<file path="src/rtl/onchip_copy_engine_if.sv">
// CSR slave port plus RAM master port of the copy/fill engine, bundled as one interface.
// slave = engine view, master = system (CPU + RAM) view.
interface onchip_copy_engine_if #(
  parameter int ADDR_W = 10,
  parameter int DATA_W = 32
);
  logic [1:0]          csr_address;
  logic                csr_chipselect;
  logic                csr_write;
  logic                csr_read;
  logic [31:0]         csr_writedata;
  logic [31:0]         csr_readdata;
  logic                irq;
  logic [ADDR_W-1:0]   mem_address;
  logic                mem_chipselect;
  logic                mem_write;
  logic [DATA_W/8-1:0] mem_byteenable;
  logic [DATA_W-1:0]   mem_writedata;
  logic                mem_clken;
  logic [DATA_W-1:0]   mem_readdata;

  modport slave (
    input  csr_address, csr_chipselect, csr_write, csr_read, csr_writedata, mem_readdata,
    output csr_readdata, irq, mem_address, mem_chipselect, mem_write, mem_byteenable,
           mem_writedata, mem_clken
  );

  modport master (
    output csr_address, csr_chipselect, csr_write, csr_read, csr_writedata, mem_readdata,
    input  csr_readdata, irq, mem_address, mem_chipselect, mem_write, mem_byteenable,
           mem_writedata, mem_clken
  );
endinterface

</file>
<file path="src/rtl/onchip_copy_engine.sv">
// Block copy/fill engine mastering the on-chip RAM's second port, programmed via a 4-word CSR bank.
// Latency: copy 3 cycles/word, fill 1 cycle/word, CSR read data 1 cycle after the read strobe.
// Backpressure: none; relies on the RAM's fixed 1-cycle read latency and absence of waitrequest.
module onchip_copy_engine #(
  parameter int ADDR_W = 10,
  parameter int DATA_W = 32,
  parameter int LEN_W  = 11
) (
  input  logic                 clk,
  input  logic                 reset,
  onchip_copy_engine_if.slave  bus
);

  localparam logic [LEN_W-1:0] LEN_MAX = LEN_W'(2 ** ADDR_W);

  typedef enum logic [2:0] {ST_IDLE, ST_RD, ST_CAP, ST_WR, ST_DONE} state_t;

  state_t              state_q, state_d;
  logic [31:0]         src_q;
  logic [ADDR_W-1:0]   dst_q;
  logic [LEN_W-1:0]    len_q;
  logic                mode_q, ie_q, done_q, aborted_q;
  logic [ADDR_W-1:0]   src_w_q, dst_w_q;
  logic [LEN_W-1:0]    rem_q;
  logic [DATA_W-1:0]   buf_q;
  logic [31:0]         rdata_q, rdata_d;

  logic busy, csr_wr, ctrl_wr, start, abort, finish;

  assign busy    = (state_q == ST_RD) || (state_q == ST_CAP) || (state_q == ST_WR);
  assign csr_wr  = bus.csr_chipselect && bus.csr_write;
  assign ctrl_wr = csr_wr && (bus.csr_address == 2'd3);
  assign start   = ctrl_wr && bus.csr_writedata[0] && !busy;
  assign abort   = ctrl_wr && bus.csr_writedata[2] && busy;

  always_comb begin
    state_d = state_q;
    finish  = 1'b0;
    case (state_q)
      ST_IDLE, ST_DONE: begin
        state_d = ST_IDLE;
        if (start) begin
          if (len_q == '0) begin
            state_d = ST_DONE;
            finish  = 1'b1;
          end else begin
            state_d = bus.csr_writedata[1] ? ST_WR : ST_RD;
          end
        end
      end
      ST_RD:  state_d = ST_CAP;
      ST_CAP: state_d = ST_WR;
      ST_WR: begin
        if (rem_q == LEN_W'(1)) begin
          state_d = ST_DONE;
          finish  = 1'b1;
        end else begin
          state_d = mode_q ? ST_WR : ST_RD;
        end
      end
      default: state_d = ST_IDLE;
    endcase
    // Abort lets the write already on the bus this cycle land, then parks the engine.
    if (abort) begin
      state_d = ST_IDLE;
      finish  = 1'b0;
    end
  end

  always_comb begin
    rdata_d = rdata_q;
    if (bus.csr_chipselect && bus.csr_read) begin
      case (bus.csr_address)
        2'd0:    rdata_d = src_q;
        2'd1:    rdata_d = 32'(dst_q);
        2'd2:    rdata_d = 32'(len_q);
        default: rdata_d = {26'd0, mode_q, 1'b0, ie_q, aborted_q, done_q, busy};
      endcase
    end
  end

  always_ff @(posedge clk) begin
    if (reset) begin
      state_q   <= ST_IDLE;
      src_q     <= '0;
      dst_q     <= '0;
      len_q     <= '0;
      mode_q    <= 1'b0;
      ie_q      <= 1'b0;
      done_q    <= 1'b0;
      aborted_q <= 1'b0;
      src_w_q   <= '0;
      dst_w_q   <= '0;
      rem_q     <= '0;
      buf_q     <= '0;
      rdata_q   <= '0;
    end else begin
      state_q <= state_d;
      rdata_q <= rdata_d;

      if (csr_wr && !busy) begin
        case (bus.csr_address)
          2'd0: src_q <= bus.csr_writedata;
          2'd1: dst_q <= bus.csr_writedata[ADDR_W-1:0];
          2'd2: len_q <= (bus.csr_writedata > 32'(LEN_MAX)) ? LEN_MAX
                                                            : bus.csr_writedata[LEN_W-1:0];
          default: ;
        endcase
      end

      if (ctrl_wr) begin
        ie_q <= bus.csr_writedata[3];
        if (bus.csr_writedata[4]) done_q <= 1'b0;
        if (!busy) mode_q <= bus.csr_writedata[1];
      end

      // START is ordered after DONE-clear so that a combined write leaves DONE low.
      if (start) begin
        src_w_q   <= src_q[ADDR_W-1:0];
        dst_w_q   <= dst_q;
        rem_q     <= len_q;
        done_q    <= 1'b0;
        aborted_q <= 1'b0;
      end

      if (state_q == ST_CAP) buf_q <= bus.mem_readdata;

      if (state_q == ST_WR) begin
        dst_w_q <= dst_w_q + ADDR_W'(1);
        rem_q   <= rem_q - LEN_W'(1);
        if (!mode_q) src_w_q <= src_w_q + ADDR_W'(1);
      end

      if (abort) begin
        aborted_q <= 1'b1;
        done_q    <= 1'b1;
      end else if (finish) begin
        done_q <= 1'b1;
      end
    end
  end

  assign bus.csr_readdata   = rdata_q;
  assign bus.irq            = done_q & ie_q;
  assign bus.mem_chipselect = (state_q == ST_RD) || (state_q == ST_WR);
  assign bus.mem_write      = (state_q == ST_WR);
  assign bus.mem_address    = (state_q == ST_RD) ? src_w_q :
                              (state_q == ST_WR) ? dst_w_q : '0;
  assign bus.mem_writedata  = (state_q != ST_WR) ? '0 :
                              mode_q ? DATA_W'(src_q) : buf_q;
  assign bus.mem_byteenable = '1;
  assign bus.mem_clken      = 1'b1;

endmodule

</file>
<file path="src/flat_wrapper.sv">
// flat-port wrapper written by rule: the top's interface ports become plain ports
module onchip_copy_engine_flat 
#(
  parameter int ADDR_W = 10,
  parameter int DATA_W = 32,
  parameter int LEN_W  = 11
)
  (clk, reset, bus_csr_address, bus_csr_chipselect, bus_csr_write, bus_csr_read, bus_csr_writedata, bus_mem_readdata, bus_csr_readdata, bus_irq, bus_mem_address, bus_mem_chipselect, bus_mem_write, bus_mem_byteenable, bus_mem_writedata, bus_mem_clken);
  onchip_copy_engine_if #(.ADDR_W(ADDR_W), .DATA_W(DATA_W)) bus_i ();
  input  logic clk;
  input  logic reset;
  input wire logic [$bits(bus_i.csr_address)-1:0] bus_csr_address;
  input wire logic [$bits(bus_i.csr_chipselect)-1:0] bus_csr_chipselect;
  input wire logic [$bits(bus_i.csr_write)-1:0] bus_csr_write;
  input wire logic [$bits(bus_i.csr_read)-1:0] bus_csr_read;
  input wire logic [$bits(bus_i.csr_writedata)-1:0] bus_csr_writedata;
  input wire logic [$bits(bus_i.mem_readdata)-1:0] bus_mem_readdata;
  output wire logic [$bits(bus_i.csr_readdata)-1:0] bus_csr_readdata;
  output wire logic [$bits(bus_i.irq)-1:0] bus_irq;
  output wire logic [$bits(bus_i.mem_address)-1:0] bus_mem_address;
  output wire logic [$bits(bus_i.mem_chipselect)-1:0] bus_mem_chipselect;
  output wire logic [$bits(bus_i.mem_write)-1:0] bus_mem_write;
  output wire logic [$bits(bus_i.mem_byteenable)-1:0] bus_mem_byteenable;
  output wire logic [$bits(bus_i.mem_writedata)-1:0] bus_mem_writedata;
  output wire logic [$bits(bus_i.mem_clken)-1:0] bus_mem_clken;
  assign bus_i.csr_address = bus_csr_address;
  assign bus_i.csr_chipselect = bus_csr_chipselect;
  assign bus_i.csr_write = bus_csr_write;
  assign bus_i.csr_read = bus_csr_read;
  assign bus_i.csr_writedata = bus_csr_writedata;
  assign bus_i.mem_readdata = bus_mem_readdata;
  assign bus_csr_readdata = bus_i.csr_readdata;
  assign bus_irq = bus_i.irq;
  assign bus_mem_address = bus_i.mem_address;
  assign bus_mem_chipselect = bus_i.mem_chipselect;
  assign bus_mem_write = bus_i.mem_write;
  assign bus_mem_byteenable = bus_i.mem_byteenable;
  assign bus_mem_writedata = bus_i.mem_writedata;
  assign bus_mem_clken = bus_i.mem_clken;
  onchip_copy_engine #(.ADDR_W(ADDR_W), .DATA_W(DATA_W), .LEN_W(LEN_W)) u_core (.clk(clk), .reset(reset), .bus(bus_i));
endmodule
</file>
<file path="config.mk">
export PLATFORM = sky130hd
export DESIGN_NAME = onchip_copy_engine_flat
export DESIGN_NICKNAME = d
export VERILOG_FILES = /design/src/rtl/onchip_copy_engine_if.sv /design/src/rtl/onchip_copy_engine.sv /design/src/flat_wrapper.sv
export SDC_FILE = /design/constraint.sdc
export NUM_CORES = 1
export LEC_CHECK = 0
export BUFFER_PORTS_ARGS = -buffer_cell sky130_fd_sc_hd__buf_2
export CORE_MARGIN = 1
export CORE_UTILIZATION = 59
export DETAILED_ROUTE_END_ITERATION = 8
export GPL_ROUTABILITY_DRIVEN = 0
export PLACE_DENSITY = 0.85
export SYNTH_ARGS = -nofsm -noshare
export SYNTH_HDL_FRONTEND = slang
export SYNTH_SLANG_ARGS = --single-unit
</file>
<file path="constraint.sdc">
create_clock -name clk -period 5.24 [get_ports clk]
set_input_delay 0.524 -clock clk [delete_from_list [all_inputs] [get_ports clk]]
set_output_delay 0.524 -clock clk [all_outputs]
set_load 0.03 [all_outputs]
</file>
After elaboration in Yosys (flattened, before gate mapping)
Cells that the tools add are included.
Storage, ports and cells
  bits in latches: 0
  bits in read-only memories: 0
  output and inout bits: 82
  flip-flop bits (word level): 155
  memories kept: 0
  memory bits (writable): 0
  bits of input ports: 71
Cells by class
  $mul: 0
  reduce and logical (&&, ||, !) cells: 26
  div/mod/pow operators: 0
  muxes and demuxes: 31
  add/subtract/negate cells: 3
  equal/unequal tests: 9
  bitwise operators: 2
  shift-type cells: 0
  magnitude comparators: 1
Operators with widths (count)
  32-bit one-hot mux with 3 select lines: 1
  10-bit 2-to-1 mux: 7
  32-bit 2-to-1 mux: 2
  11-bit 2-to-1 mux: 3
  32-bit by 11-bit > comparator with 1-bit output, second input constant: 1
  10-bit by 1-bit adder with 10-bit output, second input constant: 2
  3-bit one-hot mux with 4 select lines: 1
  11-bit by 1-bit equality test with 1-bit output, second input constant: 1
  11-bit zero test: 1
  1-bit 2-to-1 mux: 11
  11-bit by 1-bit subtractor with 11-bit output, second input constant: 1
  2-bit AND reduction: 5
  3-bit 2-to-1 mux: 3
  1-bit logical AND: 8
  4-bit nonzero test: 2
  3-bit by 2-bit equality test with 1-bit output, second input constant: 2
  2-bit equality test, second input constant: 2
  2-bit 2-to-1 mux: 2
  2-bit nonzero test: 2
  2-bit OR reduction: 2
  3-bit by 1-bit equality test with 1-bit output, second input constant: 1
  3-bit equality test, second input constant: 1
  3-bit zero test: 1
  1-bit logical OR: 3
  other kinds (7): 7

Longest topological paths before layout
Gate-level depths: netlist (run 1).
  depth in word-level cells: 10
  depth in mapped cells: 8
  mapped depth without buffers: 5

Worst setup path after synthesis (run 1)
Ideal clock, no wire load.
  kind: reg2out
  start: reg u_core.state_q[2]
  end: out bus_mem_writedata[10]
  data arrival time: 1.552 ns
  data required time: 4.716 ns
  stages on the path, launching flop included: 7
  slack: 3.164 ns
  cell sequence: dfxtp_1 buf_6 nand3b_4 buf_2 buf_1 buf_1 nor2_1
Between the ends
  word-level cells in the longest chain between the ends: 2
Ends and longest elaborated chain
  from (decl): RTL line onchip_copy_engine.sv:18  | state_t state_q, state_d;
  from (signal assigned): RTL line onchip_copy_engine.sv:98  | state_q <= state_d;
  3-bit by 2-bit != test with 1-bit output: RTL line onchip_copy_engine.sv:149  | assign bus.mem_writedata = (state_q != ST_WR) ? '0 :
  32-bit 2-to-1 mux: RTL line onchip_copy_engine.sv:149
  to (decl): RTL line flat_wrapper.sv:24  | output wire logic [$bits(bus_i.mem_writedata)-1:0] bus_mem_writedata;
No other way between the ends.

Final worst setup path (run 1)
  start: reg u_core.state_q[1]
  end: out bus_mem_write
Between the ends
  word-level cells in the longest chain between the ends: 1
Ends and longest elaborated chain
  3-bit by 2-bit equality test with 1-bit output: RTL line onchip_copy_engine.sv:146  | assign bus.mem_write = (state_q == ST_WR);
  to (decl): RTL line flat_wrapper.sv:22  | output wire logic [$bits(bus_i.mem_write)-1:0] bus_mem_write;
No other way between the ends.

==> results.json, run 1 <==
{
  "cts.root.buffer_cell": "sky130_fd_sc_hd__clkbuf_16",
  "clock_tree.buffer_depth": 2,
  "routed-via-count": 6967,
  "cp-start-kind": "register",
  "postRouteAntennaNets": 0,
  "overflow": 0,
  "outcome": "finished, final reports clean",
  "drc": 0,
  "maxSlewViolCount": 0,
  "cts-resized-gates": 0,
  "peakVddDrop_v": 0.0002488,
  "synth_edf_count": 0,
  "global_route_wire_length_before_repair_mm": 31.29,
  "critical_path_arrival_ns": 2.77,
  "cts_tree": "done",
  "crit_path_top_delay_cell": "sky130_fd_sc_hd__dfxtp_1",
  "finish.utilization": 0.7042,
  "firstDrtPassIters": 5,
  "insertion_delay_ns": 0.43,
  "num_antenna_cells": 0,
  "cts_buffers": 17,
  "drt-wirelength-per-cell_um": 17.26,
  "worstMarginPinSlew_ns": 1.208,
  "synth_xor_xnor_area_share": 0.002429,
  "final.min_clock_period_ns": 3.291,
  "post_synth_fa_ha_maj_area_fraction": 0.006941,
  "layout-drive-gt1-share": 0.2028,
  "worstSetupEndpointType": "output pin",
  "hold_class": "primary input to register",
  "rows": 40,
  "power.density_mw_per_mm2": 301.5,
  "leakagePower_nw": 3.072,
  "num_io_pins": 153,
  "clock-skew-final_ns": 0.004788,
  "floorplan.core_area_sq_mm": 0.01196,
  "first_global_vias": 6172,
  "area_fraction_in_and_or_nand_and_nor_cells_after_synthesis": 0.2318,
  "critical_path.max_fanout": 47,
  "finalHoldViolCount": 0,
  "detailedRoute.firstIterationViolations": 687,
  "yosys_register_bits": 155,
  "initial_antenna_violation_count": 0,
  "cts.htree.levels": 4,
  "grt_max_degree": 93,
  "yosys.cell_types.count": 58,
  "clock_sink_count": 155,
  "period_share": 0.6281,
  "drt_wl_total_mm": 19.73,
  "finish.net_count": 1059,
  "max_cap_viols": 0,
  "crit_chain": "nand3b_4, inv_2, buf_2",
  "post-dp-hpwl_mm": 13.26,
  "syn-mean-instance-area_sq_um": 8.166,
  "grt_util_all_layers": 0.3164,
  "die_w_um": 112.6,
  "area_delta_synth_final_pct": 16.81,
  "relSlewSlack": 0.1912,
  "floorplan.die_area_sq_mm": 0.01267,
  "fin_setup_tns_ns": 0,
  "register_area_share_after_synthesis": 0.4303,
  "dominant_combinational_cell_family_by_area_after_synthesis": "simple AND/OR/NAND/NOR gates",
  "cts.hold.buffers_added": 0,
  "clk_pin_slew_worst_paths_ns": 0.06,
  "die_h_um": 112.6,
  "ys.warnings.count": 0,
  "synth-async-reset-ratio": 0,
  "mux_contribution_to_synthesized_area": 0.09752,
  "synth_compound_area_frac": 0.1709,
  "floorplan.initialDensity": 0.6028,
  "placedCellCount": 1112,
  "post_synth_inst_count": 883,
  "rsz0062_at_grt": "no",
  "worst-endpoint-required_ns": 4.72,
  "setup_cp_type": "register to output pin",
  "place.port_buffers": 147,
  "route.detailed.vias_per_inst": 6.095,
  "synthesis.area_sq_mm": 0.007211,
  "postCtsSetupBuffers": 0,
  "max_clock_freq_ghz": 0.3038,
  "ys.flop_type": "sky130_fd_sc_hd__dfxtp_1",
  "final_cell_count_no_fill": 1143,
  "max_stage_delay_ns": 0.90,
  "setup_violations": 0
}
==> worst paths after layout <==
check                           to  cells past startpoint  slack [ns]                 start
setup / recovery     bus_mem_write                      3        1.95     u_core.state_q[1]
hold / removal    u_core.buf_q[15]                      3        0.32  bus_mem_readdata[15]
setup reg to reg  u_core.rem_q[10]                      5        2.29     u_core.state_q[1]
hold reg to reg   u_core.buf_q[31]                      2        0.45      u_core.buf_q[31]
==> worst max-delay path: cells and delay by family, from the launching register on <==
kind | cells | cell delay (ns)
DFF | 1 | 0.90
buffers and inverters | 2 | 0.76
and+or+nand+nor | 1 | 0.66
==> cell type report <==
type                            instances  area (sq um)
Clock buffer                           20         456.7
Clock inverter                         11         112.6
Fill cell                             952          3538
Inverter                               17         63.81
Multi-Input combinational cell        640          3719
Sequential cell                       155          3104
Tap cell                              147         183.9
Timing Repair Buffer                  153         783.3
==> sequential cells by signal, summed over array words and instances (netlist names) <==
name,count
u_core.dst_w_q,10
u_core.state_q,3
u_core.dst_q,10
u_core.ie_q,1
u_core.len_q,11
u_core.src_q,32
u_core.bus.csr_readdata,32
u_core.buf_q,32
u_core.aborted_q,1
u_core.done_q,1
u_core.mode_q,1
u_core.rem_q,11
u_core.src_w_q,10
==> cell families (layout without fill, tap and decap cells) <==
group / after synthesis / count (layout)
simple gates: 367 / 367
compound gates: 198 / 198
flops: 155 / 155
buf+inv: 92 / 201
mux: 64 / 64
fa+ha+maj: 4 / 4
xor+xnor: 2 / 2
other cells: 1 / 5
==> synthesized netlist by cell type, types with 11 or more instances <==
library cell	count	area, sq um
sky130_fd_sc_hd__a22oi_1	22	165.2
sky130_fd_sc_hd__nand2_1	165	619.3
sky130_fd_sc_hd__buf_2	13	65.06
sky130_fd_sc_hd__clkbuf_1	44	165.2
sky130_fd_sc_hd__a31oi_1	19	118.9
sky130_fd_sc_hd__nand3b_1	12	90.09
sky130_fd_sc_hd__o21ai_0	11	55.05
sky130_fd_sc_hd__dfxtp_1	155	3103
sky130_fd_sc_hd__nand3_1	21	105.1
sky130_fd_sc_hd__mux2i_1	59	590.6
sky130_fd_sc_hd__nor2_1	105	394.1
sky130_fd_sc_hd__inv_1	16	60.06
sky130_fd_sc_hd__a21oi_1	102	510.5
==> placed cells by master (no fill, tap or decap), types with 3 or more instances in the layout <==
master                      count
sky130_fd_sc_hd__inv_1         16
sky130_fd_sc_hd__dfxtp_1      154
sky130_fd_sc_hd__nand3_1       21
sky130_fd_sc_hd__a2bb2oi_1      6
sky130_fd_sc_hd__nand2_1      165
sky130_fd_sc_hd__ha_1           4
sky130_fd_sc_hd__nor2_1       105
sky130_fd_sc_hd__nor3b_1        3
sky130_fd_sc_hd__or3_1          7
sky130_fd_sc_hd__nand3b_1      12
sky130_fd_sc_hd__a31oi_1       19
sky130_fd_sc_hd__buf_2        146
sky130_fd_sc_hd__mux4_2         5
sky130_fd_sc_hd__clkbuf_16     17
sky130_fd_sc_hd__nor4_1         9
sky130_fd_sc_hd__a21oi_1      102
sky130_fd_sc_hd__buf_4          7
sky130_fd_sc_hd__conb_1         5
sky130_fd_sc_hd__mux2i_1       59
sky130_fd_sc_hd__or4_1          4
sky130_fd_sc_hd__o21ai_0       11
sky130_fd_sc_hd__nor3_1         9
sky130_fd_sc_hd__a22oi_1       22
sky130_fd_sc_hd__o211ai_1       6
sky130_fd_sc_hd__a211oi_1       6
sky130_fd_sc_hd__o32ai_1       10
sky130_fd_sc_hd__o311ai_0       3
sky130_fd_sc_hd__and3_1         5
sky130_fd_sc_hd__and2_1         4
sky130_fd_sc_hd__nand4_1        7
==> per-stage QoR <==
stage | hold WS [ns] | instance area (sq um) | worst slack (ns) | power, mW
6_report | 0.3225 | 8423 | 1.949 | 2.540
2_1_floorplan | 0.4357 | 7226 | 3.164 | 1.315
5_1_grt | 0.3203 | 8423 | 1.806 | 2.608
3_3_place_gp | 0.4415 | 7854 | 2.316 | 1.365
3_5_place_dp | 0.4456 | 7854 | 2.268 | 1.367
4_1_cts | 0.3164 | 8423 | 1.974 | 2.543
==> report_power, final <==
part	switching, mW	total, mW	leakage [nW]	internal (mW)
logic	0.0892	0.137	1.54	0.0473
clock network	0.511	1.20	0.277	0.684
registers	0.0169	1.21	1.25	1.19
total	0.617	2.54	3.07	1.92
==> routing by layer <==
| layer | up-vias | part of all wire | track usage |
|---|---|---|---|
| met5 | - | 0 | 0 |
| met4 | 0 | 0.030 | 0.1253 |
| met3 | 57 | 0.087 | 0.07883 |
| met2 | 335 | 0.48 | 0.4988 |
| met1 | 3277 | 0.41 | 0.4172 |
| li1 | 3298 | - | - |
No activity file was read; power rests on OpenSTA's default activity.
==> run 2: changes to the inputs <==
--- a/config.mk
+++ b/config.mk
@@ -7,10 +7,10 @@
 export LEC_CHECK = 0
 export BUFFER_PORTS_ARGS = -buffer_cell sky130_fd_sc_hd__buf_2
 export CORE_MARGIN = 1
-export CORE_UTILIZATION = 59
+export CORE_UTILIZATION = 49
 export DETAILED_ROUTE_END_ITERATION = 8
 export GPL_ROUTABILITY_DRIVEN = 0
-export PLACE_DENSITY = 0.85
+export PLACE_DENSITY = 0.76
 export SYNTH_ARGS = -nofsm -noshare
 export SYNTH_HDL_FRONTEND = slang
 export SYNTH_SLANG_ARGS = --single-unit
==> constraint.sdc (replaced) <==
create_clock -name clk -period 2.95 [get_ports clk]
set_input_delay 0.295 -clock clk [delete_from_list [all_inputs] [get_ports clk]]
set_output_delay 0.295 -clock clk [all_outputs]
set_load 0.03 [all_outputs]
==> results.json, run 2 (same netlist as run 1, synthesis figures left out) <==
{
  "max_cap_viols": 0,
  "final.fill_count": 1257,
  "top_usage_layer": "met2",
  "cts.htree.levels": 4,
  "firstDrtPassIters": 5,
  "floorplan.die_area_sq_mm": 0.01521,
  "globalRouteMet3Util": 0.05996,
  "drc": 0,
  "critical_path_arrival_ns": 2.04,
  "finalHoldViolCount": 0,
  "rrSetupSlack_ns": 0.86,
  "place.port_buffers": 147,
  "maxSlewViolCount": 0,
  "floorplan.core_area_sq_mm": 0.01410,
  "area_delta_synth_final_pct": 18.83,
  "clock-skew-final_ns": 0.01581,
  "leakagePower_nw": 3.130,
  "detailedRoute.firstIterationViolations": 681,
  "crit_path_top_delay_cell": "sky130_fd_sc_hd__dfxtp_1",
  "worstMarginPinSlew_ns": 0.7845,
  "die_w_um": 123.3,
  "critical_path.max_fanout": 34,
  "postRouteAntennaNets": 0,
  "final.min_clock_period_ns": 2.338,
  "grt_max_degree": 59,
  "timing.reg2reg.worst_path_depth": 5,
  "num_antenna_cells": 0,
  "cts-resized-gates": 0,
  "insertion_delay_ns": 0.44,
  "relSlewSlack": 0.4770,
  "hold_class": "primary input to register",
  "cts.hold.buffers_added": 0,
  "drt_wl_total_mm": 20.42,
  "final_worst_setup_slack_ns": 0.6120,
  "overflow": 0,
  "finish.net_count": 1073,
  "worst-endpoint-required_ns": 2.65,
  "setup_cp_type": "register to output pin",
  "die_h_um": 123.3,
  "fin_setup_tns_ns": 0,
  "peakVddDrop_v": 0.0003834,
  "max_clock_freq_ghz": 0.4277,
  "finish.utilization": 0.6078,
  "global_route_wire_length_before_repair_mm": 31.86,
  "cp-start-kind": "register",
  "detailedPlace.worstSlack_ns": 0.7280,
  "post-dp-hpwl_mm": 14.17,
  "max_stage_delay_ns": 0.56,
  "grt_util_all_layers": 0.2737,
  "clock_tree.buffer_depth": 2,
  "worst_hold_depth": 3,
  "period_share": 0.7926,
  "drt-wirelength-per-cell_um": 17.14,
  "crit_chain": "nand3b_4, buf_4, nor2_1, buf_2",
  "num_io_pins": 153,
  "layout-drive-gt1-share": 0.2146,
  "cts_buffers": 17,
  "first_global_vias": 6118,
  "postCtsSetupBuffers": 0,
  "setup_violations": 0,
  "power.density_mw_per_mm2": 525.3,
  "cts.root.buffer_cell": "sky130_fd_sc_hd__clkbuf_16",
  "route.detailed.vias_per_inst": 5.719,
  "rsz0062_at_grt": "no",
  "clk_pin_slew_worst_paths_ns": 0.07,
  "met1_usage": 0.3735,
  "clock_sink_count": 155,
  "cts_tree": "done",
  "hold_slack_ns": 0.09042,
  "outcome": "finished, final reports clean",
  "worstSetupEndpointType": "output pin",
  "layout.cells.most_common": "sky130_fd_sc_hd__nand2_1",
  "initial_antenna_violation_count": 0,
  "gr-usage-met2": 0.4207,
  "routed-via-count": 6811,
  "rows": 43,
  "final_cell_mix": "sky130_fd_sc_hd__nand2_1, sky130_fd_sc_hd__dfxtp_1, sky130_fd_sc_hd__buf_2",
  "floorplan.initialDensity": 0.5115
}
## run 2: cell types whose count changed in the layout (fill, tap and decap cells not counted)
cell / previous run / this run
sky130_fd_sc_hd__clkinv_8: 0 / 1
sky130_fd_sc_hd__inv_6: 2 / 4
sky130_fd_sc_hd__buf_4: 7 / 21
sky130_fd_sc_hd__clkbuf_8: 2 / 0
sky130_fd_sc_hd__inv_8: 2 / 0
sky130_fd_sc_hd__clkinvlp_4: 2 / 4
## run 2: routing by layer
metal  vias to the layer above  wire [um]
li1                       3325          -
met1                      3177       8879
met2                       275       9523
met3                        34       1647
met4                         0        364
met5                         -          0
## run 2: per-stage QoR
stage | total power [mW] | cell area (sq um) | instances
2_1_floorplan | 2.335 | 7226 | 887
3_3_place_gp | 2.436 | 8000 | 1159
3_5_place_dp | 2.438 | 8000 | 1159
4_1_cts | 4.521 | 8568 | 1191
5_1_grt | 4.623 | 8568 | 1191
6_report | 4.501 | 8568 | 1191
## run 2: power by group
group / total, mW / internal, mW / switching, mW
sequential: 2.14 / 2.12 / 0.0249
combinational: 0.255 / 0.0898 / 0.165
clock: 2.11 / 1.18 / 0.930
## run 2: worst max-delay path: cells and delay by family (launching register included)
kind	cells	cell delay, ns
DFF	1	0.56
buffers and inverters	2	0.57
and+or+nand+nor	2	0.46
## run 2: area by class of cell
| cell class | instances | area (sq um) | area share |
|---|---|---|---|
| multi-input combinational | 640 | 3719 | 0.4340 |
| sequential | 155 | 3104 | 0.3623 |
| timing repair buffer | 167 | 888.4 | 0.1037 |
| clock buffer | 18 | 429.2 | 0.05009 |
| tap | 180 | 225.2 | 0.02629 |
| clock inverter | 14 | 138.9 | 0.01621 |
| inverter | 17 | 63.81 | 0.007447 |
## run 2: worst paths after layout
| path | startpoint | end |
|---|---|---|
| setup reg to reg | u_core.state_q[2] | u_core.dst_w_q[6] |
| setup / recovery | u_core.state_q[0] | bus_mem_writedata[27] |
| hold reg to reg | u_core.buf_q[1] | u_core.buf_q[1] |
| hold / removal | bus_mem_readdata[4] | u_core.buf_q[4] |
